[src/rtl/rv_core_pkg.sv]
// Shared definitions for the RV32I core front end.
//   XLEN          : architectural register / address width
//   NOP_INSTR     : addi x0,x0,0, presented to decode when no instruction is held
//   fetch_state_e : fetch sequencer states
//   fetch_entry_t : one buffered fetch result {pc, instr}
package rv_core_pkg;

  localparam int XLEN = 32;
  localparam logic [XLEN-1:0] NOP_INSTR = 32'h0000_0013;

  typedef enum logic {
    RUN   = 1'b0,
    DRAIN = 1'b1
  } fetch_state_e;

  typedef struct packed {
    logic [XLEN-1:0] pc;
    logic [XLEN-1:0] instr;
  } fetch_entry_t;

endpackage

[src/rtl/fetch_fifo.sv]
// Small synchronous FIFO of {pc, instr} entries.
// Ports:
//   clk, reset  : clock and synchronous active-high reset
//   i_clear     : empties the FIFO at the next edge; wins over push and pop
//   i_push      : write i_data (ignored when full)
//   i_pop       : drop head entry (ignored when empty)
//   o_data      : head entry (undefined when empty)
//   o_empty     : no entries held
//   o_count     : number of entries held, 0..DEPTH
module fetch_fifo
  import rv_core_pkg::*;
#(
  parameter  int DEPTH = 2,
  localparam int CW    = $clog2(DEPTH + 1)
) (
  input  logic          clk,
  input  logic          reset,
  input  logic          i_clear,
  input  logic          i_push,
  input  fetch_entry_t  i_data,
  input  logic          i_pop,
  output fetch_entry_t  o_data,
  output logic          o_empty,
  output logic [CW-1:0] o_count
);

  localparam int PW = (DEPTH > 1) ? $clog2(DEPTH) : 1;

  fetch_entry_t  r_mem [DEPTH];
  logic [PW-1:0] r_wptr;
  logic [PW-1:0] r_rptr;
  logic [CW-1:0] r_count;

  logic w_full;
  logic w_do_push;
  logic w_do_pop;

  // Pointers wrap explicitly so DEPTH need not be a power of two.
  function automatic logic [PW-1:0] ptr_inc(input logic [PW-1:0] p);
    return (p == PW'(DEPTH - 1)) ? '0 : p + PW'(1);
  endfunction

  assign w_full    = (r_count == CW'(DEPTH));
  assign o_empty   = (r_count == '0);
  assign w_do_push = i_push && !w_full && !i_clear;
  assign w_do_pop  = i_pop && !o_empty && !i_clear;

  always_ff @(posedge clk) begin
    if (reset || i_clear) begin
      r_wptr  <= '0;
      r_rptr  <= '0;
      r_count <= '0;
    end else begin
      if (w_do_push) r_wptr <= ptr_inc(r_wptr);
      if (w_do_pop)  r_rptr <= ptr_inc(r_rptr);
      r_count <= r_count + CW'(w_do_push) - CW'(w_do_pop);
    end
  end

  always_ff @(posedge clk) begin
    if (w_do_push) r_mem[r_wptr] <= i_data;
  end

  assign o_data  = r_mem[r_rptr];
  assign o_count = r_count;

endmodule

[src/rtl/ifetch_unit.sv]
// Instruction fetch stage: holds the fetch PC, requests words from
// instruction memory (req/gnt, in-order rvalid), buffers returned words with
// their PC and hands them to decode over a valid/ready handshake. A redirect
// flushes the buffer and restarts fetch at the new address once every stale
// response has come back.
// Ports:
//   clk, reset          : clock, synchronous active-high reset
//   imem_req/imem_addr  : fetch request and word-aligned address
//   imem_gnt            : memory accepts the request this cycle
//   imem_rvalid/rdata   : in-order response
//   redirect/redirect_pc: taken branch/jump target, low two bits ignored
//   instr_valid/ready   : decode handshake on the head entry
//   Instr, PC, PCPlus4  : head entry (nop / 0 / 0 when not valid)
//
// state | meaning
// ------+-------------------------------------------------------------------
// RUN   | normal fetch; issue while buffered + in-flight < DEPTH
// DRAIN | after a redirect: no requests, discard responses until none in flight
module ifetch_unit
  import rv_core_pkg::*;
#(
  parameter logic [XLEN-1:0] RESET_PC = 32'h0000_0000,
  parameter int              DEPTH    = 2
) (
  input  logic            clk,
  input  logic            reset,
  output logic            imem_req,
  output logic [XLEN-1:0] imem_addr,
  input  logic            imem_gnt,
  input  logic            imem_rvalid,
  input  logic [XLEN-1:0] imem_rdata,
  input  logic            redirect,
  input  logic [XLEN-1:0] redirect_pc,
  output logic            instr_valid,
  input  logic            instr_ready,
  output logic [XLEN-1:0] Instr,
  output logic [XLEN-1:0] PC,
  output logic [XLEN-1:0] PCPlus4
);

  localparam int CW = $clog2(DEPTH + 1);

  fetch_state_e    r_state;
  fetch_state_e    w_state_nxt;
  logic [XLEN-1:0] r_fpc;

  logic [CW-1:0]   w_buf_count;
  logic [CW-1:0]   w_out_count;
  logic [CW-1:0]   w_out_after;
  logic [CW:0]     w_inflight;
  logic            w_buf_empty;
  logic            w_tag_empty;
  fetch_entry_t    w_tag_in;
  fetch_entry_t    w_tag_head;
  fetch_entry_t    w_buf_in;
  fetch_entry_t    w_buf_head;

  logic            w_req;
  logic            w_grant;
  logic            w_rsp;
  logic            w_push;
  logic            w_pop;
  logic            w_clear;
  logic            w_unused;

  // The tag FIFO occupancy is the outstanding-request count.
  // A response with nothing outstanding is a protocol error and is dropped.
  assign w_rsp      = imem_rvalid && !w_tag_empty;
  assign w_inflight = {1'b0, w_buf_count} + {1'b0, w_out_count};
  // No grant can occur in a redirect or DRAIN cycle, so only the discard counts.
  assign w_out_after = w_out_count - CW'(w_rsp);

  always_comb begin
    w_state_nxt = r_state;
    w_req       = 1'b0;
    w_push      = 1'b0;
    w_clear     = 1'b0;
    case (r_state)
      RUN: begin
        w_req = !redirect && (w_inflight < (CW + 1)'(DEPTH));
        if (redirect) begin
          w_clear = 1'b1;
          if (w_out_after != '0) w_state_nxt = DRAIN;
        end else begin
          w_push = w_rsp;
        end
      end
      DRAIN: begin
        if (w_out_after == '0) w_state_nxt = RUN;
      end
      default: w_state_nxt = RUN;
    endcase
  end

  always_ff @(posedge clk) begin
    if (reset) begin
      r_state <= RUN;
    end else begin
      r_state <= w_state_nxt;
    end
  end

  always_ff @(posedge clk) begin
    if (reset) begin
      r_fpc <= RESET_PC;
    end else if (redirect) begin
      r_fpc <= {redirect_pc[XLEN-1:2], 2'b00};
    end else if (w_grant) begin
      r_fpc <= r_fpc + XLEN'(4);
    end
  end

  assign imem_req  = w_req && !reset;
  assign imem_addr = r_fpc;
  assign w_grant   = imem_req && imem_gnt;

  assign w_tag_in = '{pc: r_fpc, instr: '0};

  fetch_fifo #(.DEPTH(DEPTH)) u_tag_fifo (
    .clk     (clk),
    .reset   (reset),
    .i_clear (1'b0),
    .i_push  (w_grant),
    .i_data  (w_tag_in),
    .i_pop   (w_rsp),
    .o_data  (w_tag_head),
    .o_empty (w_tag_empty),
    .o_count (w_out_count)
  );

  assign w_buf_in = '{pc: w_tag_head.pc, instr: imem_rdata};

  fetch_fifo #(.DEPTH(DEPTH)) u_buf_fifo (
    .clk     (clk),
    .reset   (reset),
    .i_clear (w_clear),
    .i_push  (w_push),
    .i_data  (w_buf_in),
    .i_pop   (w_pop),
    .o_data  (w_buf_head),
    .o_empty (w_buf_empty),
    .o_count (w_buf_count)
  );

  assign instr_valid = !w_buf_empty && !reset;
  assign w_pop       = instr_valid && instr_ready;
  assign Instr       = instr_valid ? w_buf_head.instr : NOP_INSTR;
  assign PC          = instr_valid ? w_buf_head.pc : '0;
  assign PCPlus4     = instr_valid ? (w_buf_head.pc + XLEN'(4)) : '0;

  assign w_unused = ^{w_tag_head.instr, redirect_pc[1:0]};

endmodule
[config.mk]
export PLATFORM = sky130hd
export DESIGN_NAME = ifetch_unit
export DESIGN_NICKNAME = d
export VERILOG_FILES = /design/src/rtl/rv_core_pkg.sv /design/src/rtl/fetch_fifo.sv /design/src/rtl/ifetch_unit.sv
export SDC_FILE = /design/constraint.sdc
export NUM_CORES = 1
export LEC_CHECK = 0
export ABC_AREA = 1
export CAP_MARGIN = 20
export CORE_MARGIN = 10
export CORE_UTILIZATION = 35
export CTS_CLUSTER_DIAMETER = 30
export DETAILED_ROUTE_END_ITERATION = 8
export SYNTH_ARGS = -nofsm -noshare
export SYNTH_HDL_FRONTEND = slang
export SYNTH_SLANG_ARGS = --single-unit
[constraint.sdc]
create_clock -name clk -period 7.37 [get_ports clk]
set_input_delay 1.1055 -clock clk [delete_from_list [all_inputs] [get_ports clk]]
set_output_delay 1.1055 -clock clk [all_outputs]
set_load 0.01 [all_outputs]
==> out/metrics.json <==
{
  "synth-main-ff-cell": {"value": "edfxtp_1"},
  "critical_path_class": {"value": "in -> out"},
  "horizontal_die_dimension": {"value": 197, "unit": "um"},
  "ctsHtreeMaxLevel": {"value": 2},
  "max-vdd-ir-drop": {"value": 0.000196, "unit": "V"},
  "fmaxAchievable": {"value": 200, "unit": "MHz"},
  "fraction_of_synthesis_flops_using_an_asynchronous_set_or_reset_pin": {"value": 0},
  "yosysSeqAreaShare": {"value": 0.580},
  "final_nets": {"value": 1511},
  "layout_min_cycle_time": {"value": 4.99, "unit": "ns"},
  "die-area": {"value": 38700, "unit": "um^2"},
  "rows": {"value": 64},
  "synthesis.instances": {"value": 1224},
  "place.detailed.hpwl": {"value": 20.1, "unit": "mm"},
  "ys_ff_latch": {"value": 225},
  "critical_path.max_stage_delay": {"value": 0.56, "unit": "ns"},
  "power_share_of_the_combinational_group": {"value": 0.114},
  "clockBufferDepth": {"value": 3},
  "leakagePower": {"value": 5.94, "unit": "nW"},
  "synth_area": {"value": 10900, "unit": "um^2"},
  "1st_iter_drt_viols": {"value": 521},
  "synth_cell_type_count": {"value": 37},
  "layout.cells.most_common_list": {"value": "427 x nand2_1, 191 x clkdlybuf4s50_1, 184 x edfxtp_1"},
  "crit_path_frequent_cell": {"value": "buf_4"},
  "tns": {"value": 0, "unit": "ns"},
  "critical-path-slowest-cell": {"value": "clkdlybuf4s50_1"},
  "min_period_over_period": {"value": 0.678},
  "place_congestion": {"value": 0.845},
  "cts.sinks": {"value": 225},
  "cts_tree": {"value": "built"},
  "yosysWarningCount": {"value": 0},
  "total_power_after_layout": {"value": 0.00418, "unit": "W"},
  "final_layout_size_suffix_gt1_frac": {"value": 0.122},
  "grt_start_max_net_pins": {"value": 72},
  "internal_power": {"value": 0.00310, "unit": "W"},
  "wire_per_inst": {"value": 15.5, "unit": "um"},
  "dp_slack": {"value": 2.35, "unit": "ns"},
  "cells_resized_by_post_cts_repair": {"value": 0},
  "cp-end-kind": {"value": "output port"},
  "timing_worst_slew_pin_value": {"value": 0.914, "unit": "ns"},
  "floorplan.io_pins": {"value": 200},
  "drt-pass1-iter-count": {"value": 5},
  "cts-buffers-inserted": {"value": 47},
  "cts_hold_buffers": {"value": 0},
  "cap_viol_max_count": {"value": 0},
  "timing.critical_path.fanout_max": {"value": 46},
  "maxSlewHeadroom": {"value": 0.389},
  "drcViolationCount": {"value": 0},
  "final_antenna_net_count": {"value": 0},
  "die_height": {"value": 197, "unit": "um"},
  "postLayoutSetupSlackWorst": {"value": 2.38, "unit": "ns"},
  "p_seq_frac": {"value": 0.369},
  "clk_transition_reported_paths": {"value": 0.05, "unit": "ns"},
  "antenna_cells": {"value": 0},
  "post_cts_buffers": {"value": 0},
  "start_util": {"value": 0.356},
  "clk_latency": {"value": 0.55, "unit": "ns"},
  "rsz0062_at_grt": {"value": "false"},
  "power.clock.fraction": {"value": 0.517},
  "startpoint_type": {"value": "input port"},
  "synth_enable_flop_cells": {"value": 184},
  "outcome": {"value": "finished clean"},
  "synthesis.area_per_instance": {"value": 8.94, "unit": "um^2"},
  "cp.arrival": {"value": 3.89, "unit": "ns"},
  "wl": {"value": 28.9, "unit": "mm"},
  "worst_hold_check_path_type": {"value": "reg -> reg"},
  "timing.critical_path.cells": {"value": "clkdlybuf4s50_1 -> buf_4 -> a21oi_4 -> buf_4 -> inv_1 -> buf_4 -> a21oi_1 -> nand2_1 -> nand2_1 -> clkdlybuf4s50_1"},
  "portBuffers": {"value": 191},
  "final_max_slew_viol_count": {"value": 0},
  "area_growth": {"value": 36.0, "unit": "%"},
  "grt_usage": {"value": 0.145},
  "globalRoute.totalOverflow": {"value": 0},
  "power.share.switching": {"value": 0.258},
  "via_per_inst": {"value": 4.62},
  "timing.final.setup_violations": {"value": 0},
  "grt_pass1_vias": {"value": 8424},
  "power.density_cell_area": {"value": 281, "unit": "nW/um^2"},
  "netSwitchingPower": {"value": 0.00108, "unit": "W"},
  "grt_first_pass_wirelength": {"value": 45.3, "unit": "mm"},
  "grt_antenna_before_repair": {"value": 0},
  "final_count_of_hold_timing_violations": {"value": 0},
  "worst_ep_required_time": {"value": 6.26, "unit": "ns"},
  "route.vias.total": {"value": 8636},
  "commonest_non_fill_non_tap_cell_in_the_layout": {"value": "nand2_1"},
  "cts_root_buffer": {"value": "clkbuf_16"},
  "floorplan.core_area": {"value": 30700, "unit": "um^2"},
  "final.setup_skew": {"value": 0.0332, "unit": "ns"}
}
per-layer routing:
layer	global-route usage	vias up	wire length, um
met5	0	-	0
met4	0.0473	0	593
met3	0.0380	49	2170
met2	0.222	277	12800
met1	0.197	3953	13300
li1	-	4357	-
cell families after synthesis:
group                      Yosys count  share of synthesized area
DFF                                225                      0.580
other                                1                   0.000343
muxes                               30                     0.0309
and+or+nand+nor                    668                      0.250
AOI/OAI and AO/OA                   89                     0.0429
buffers and inverters              188                     0.0739
xor gates and xnor gates            16                     0.0128
adders and majority gates            7                    0.00869
worst max-delay path, delay by kind of cell:
| family | cells | cell delay [ns] |
|---|---|---|
| compound gates | 2 | 0.37 |
| buf+inv | 6 | 2.21 |
| simple gates | 2 | 0.15 |
cells in the mapped netlist, types with 2 or more instances:
master	count	area share
nand2_1	427	0.15
edfxtp_1	184	0.51
inv_1	138	0.047
nor2_1	135	0.046
nand3_1	53	0.024
dfxtp_1	41	0.075
a21oi_1	40	0.018
o21ai_0	38	0.017
mux2_2	30	0.031
clkbuf_1	21	0.0072
nand2_2	20	0.011
xor2_1	14	0.011
nor2_2	13	0.0074
nor2_4	7	0.0072
buf_4	6	0.0041
buf_6	6	0.0062
ha_1	6	0.0069
a31oi_1	5	0.0029
inv_2	5	0.0017
nand4_1	5	0.0029
buf_1	4	0.0014
buf_2	4	0.0018
nor3_1	4	0.0018
a22oi_1	2	0.0014
buf_8	2	0.0027
or2_2	2	0.0011
xnor2_1	2	0.0016
worst paths after layout:
path | start | endpoint | slack, ns | cells past startpoint
worst min register to register | u_tag_fifo.r_rptr$_SDFFE_PP0P_ | flop | 0.47 | 1
worst max register to register | u_buf_fifo.o_count[1]$_SDFF_PP0_ | u_tag_fifo.r_mem[1][25]$_DFFE_PP_ | 4.52 | 8
worst min-delay path | u_tag_fifo.r_rptr$_SDFFE_PP0P_ | flop | 0.47 | 1
worst max-delay path | reset | PCPlus4[21] | 2.38 | 10
state kept, by name (all words and copies together), names as in the netlist, named ones only:
register	count
imem_addr	30
r_state	1
u_buf_fifo.o_count	2
u_buf_fifo.r_mem	124
u_buf_fifo.r_rptr	1
u_buf_fifo.r_wptr	1
u_tag_fifo.o_count	2
u_tag_fifo.r_mem	60
u_tag_fifo.r_rptr	1
u_tag_fifo.r_wptr	1
power by group through the flow:
stage / clock (W) / combinational, W / sequential (W)
after global routing: 0.00227 / 0.000534 / 0.00155
final: 0.00216 / 0.000475 / 0.00154
after global placement: 0 / 0.000472 / 0.00156
after CTS: 0.00220 / 0.000481 / 0.00154
after detailed placement: 0 / 0.000476 / 0.00157
after floorplan: 0 / 0.000291 / 0.00156
through the flow:
stage | std cells | util | hold slack (ns) | instance area, um^2
after global routing | 1869 | 0.484 | 0.500 | 14900
after floorplan | 1229 | - | 0.425 | 11000
after global placement | 1781 | 0.429 | 0.437 | 13200
after detailed placement | 1781 | 0.429 | 0.442 | 13200
after CTS | 1869 | 0.484 | 0.466 | 14900
final | 1869 | 0.484 | 0.465 | 14900
layout make-up:
type	instances	area, um^2
timing repair buffer	199	1970
clock inverter	39	490
sequential	225	6350
clock buffer	49	1180
fill	2827	15900
tap	396	495
multi-input combinational	816	3840
inverter	145	552
(Power assumes the default switching activity.)
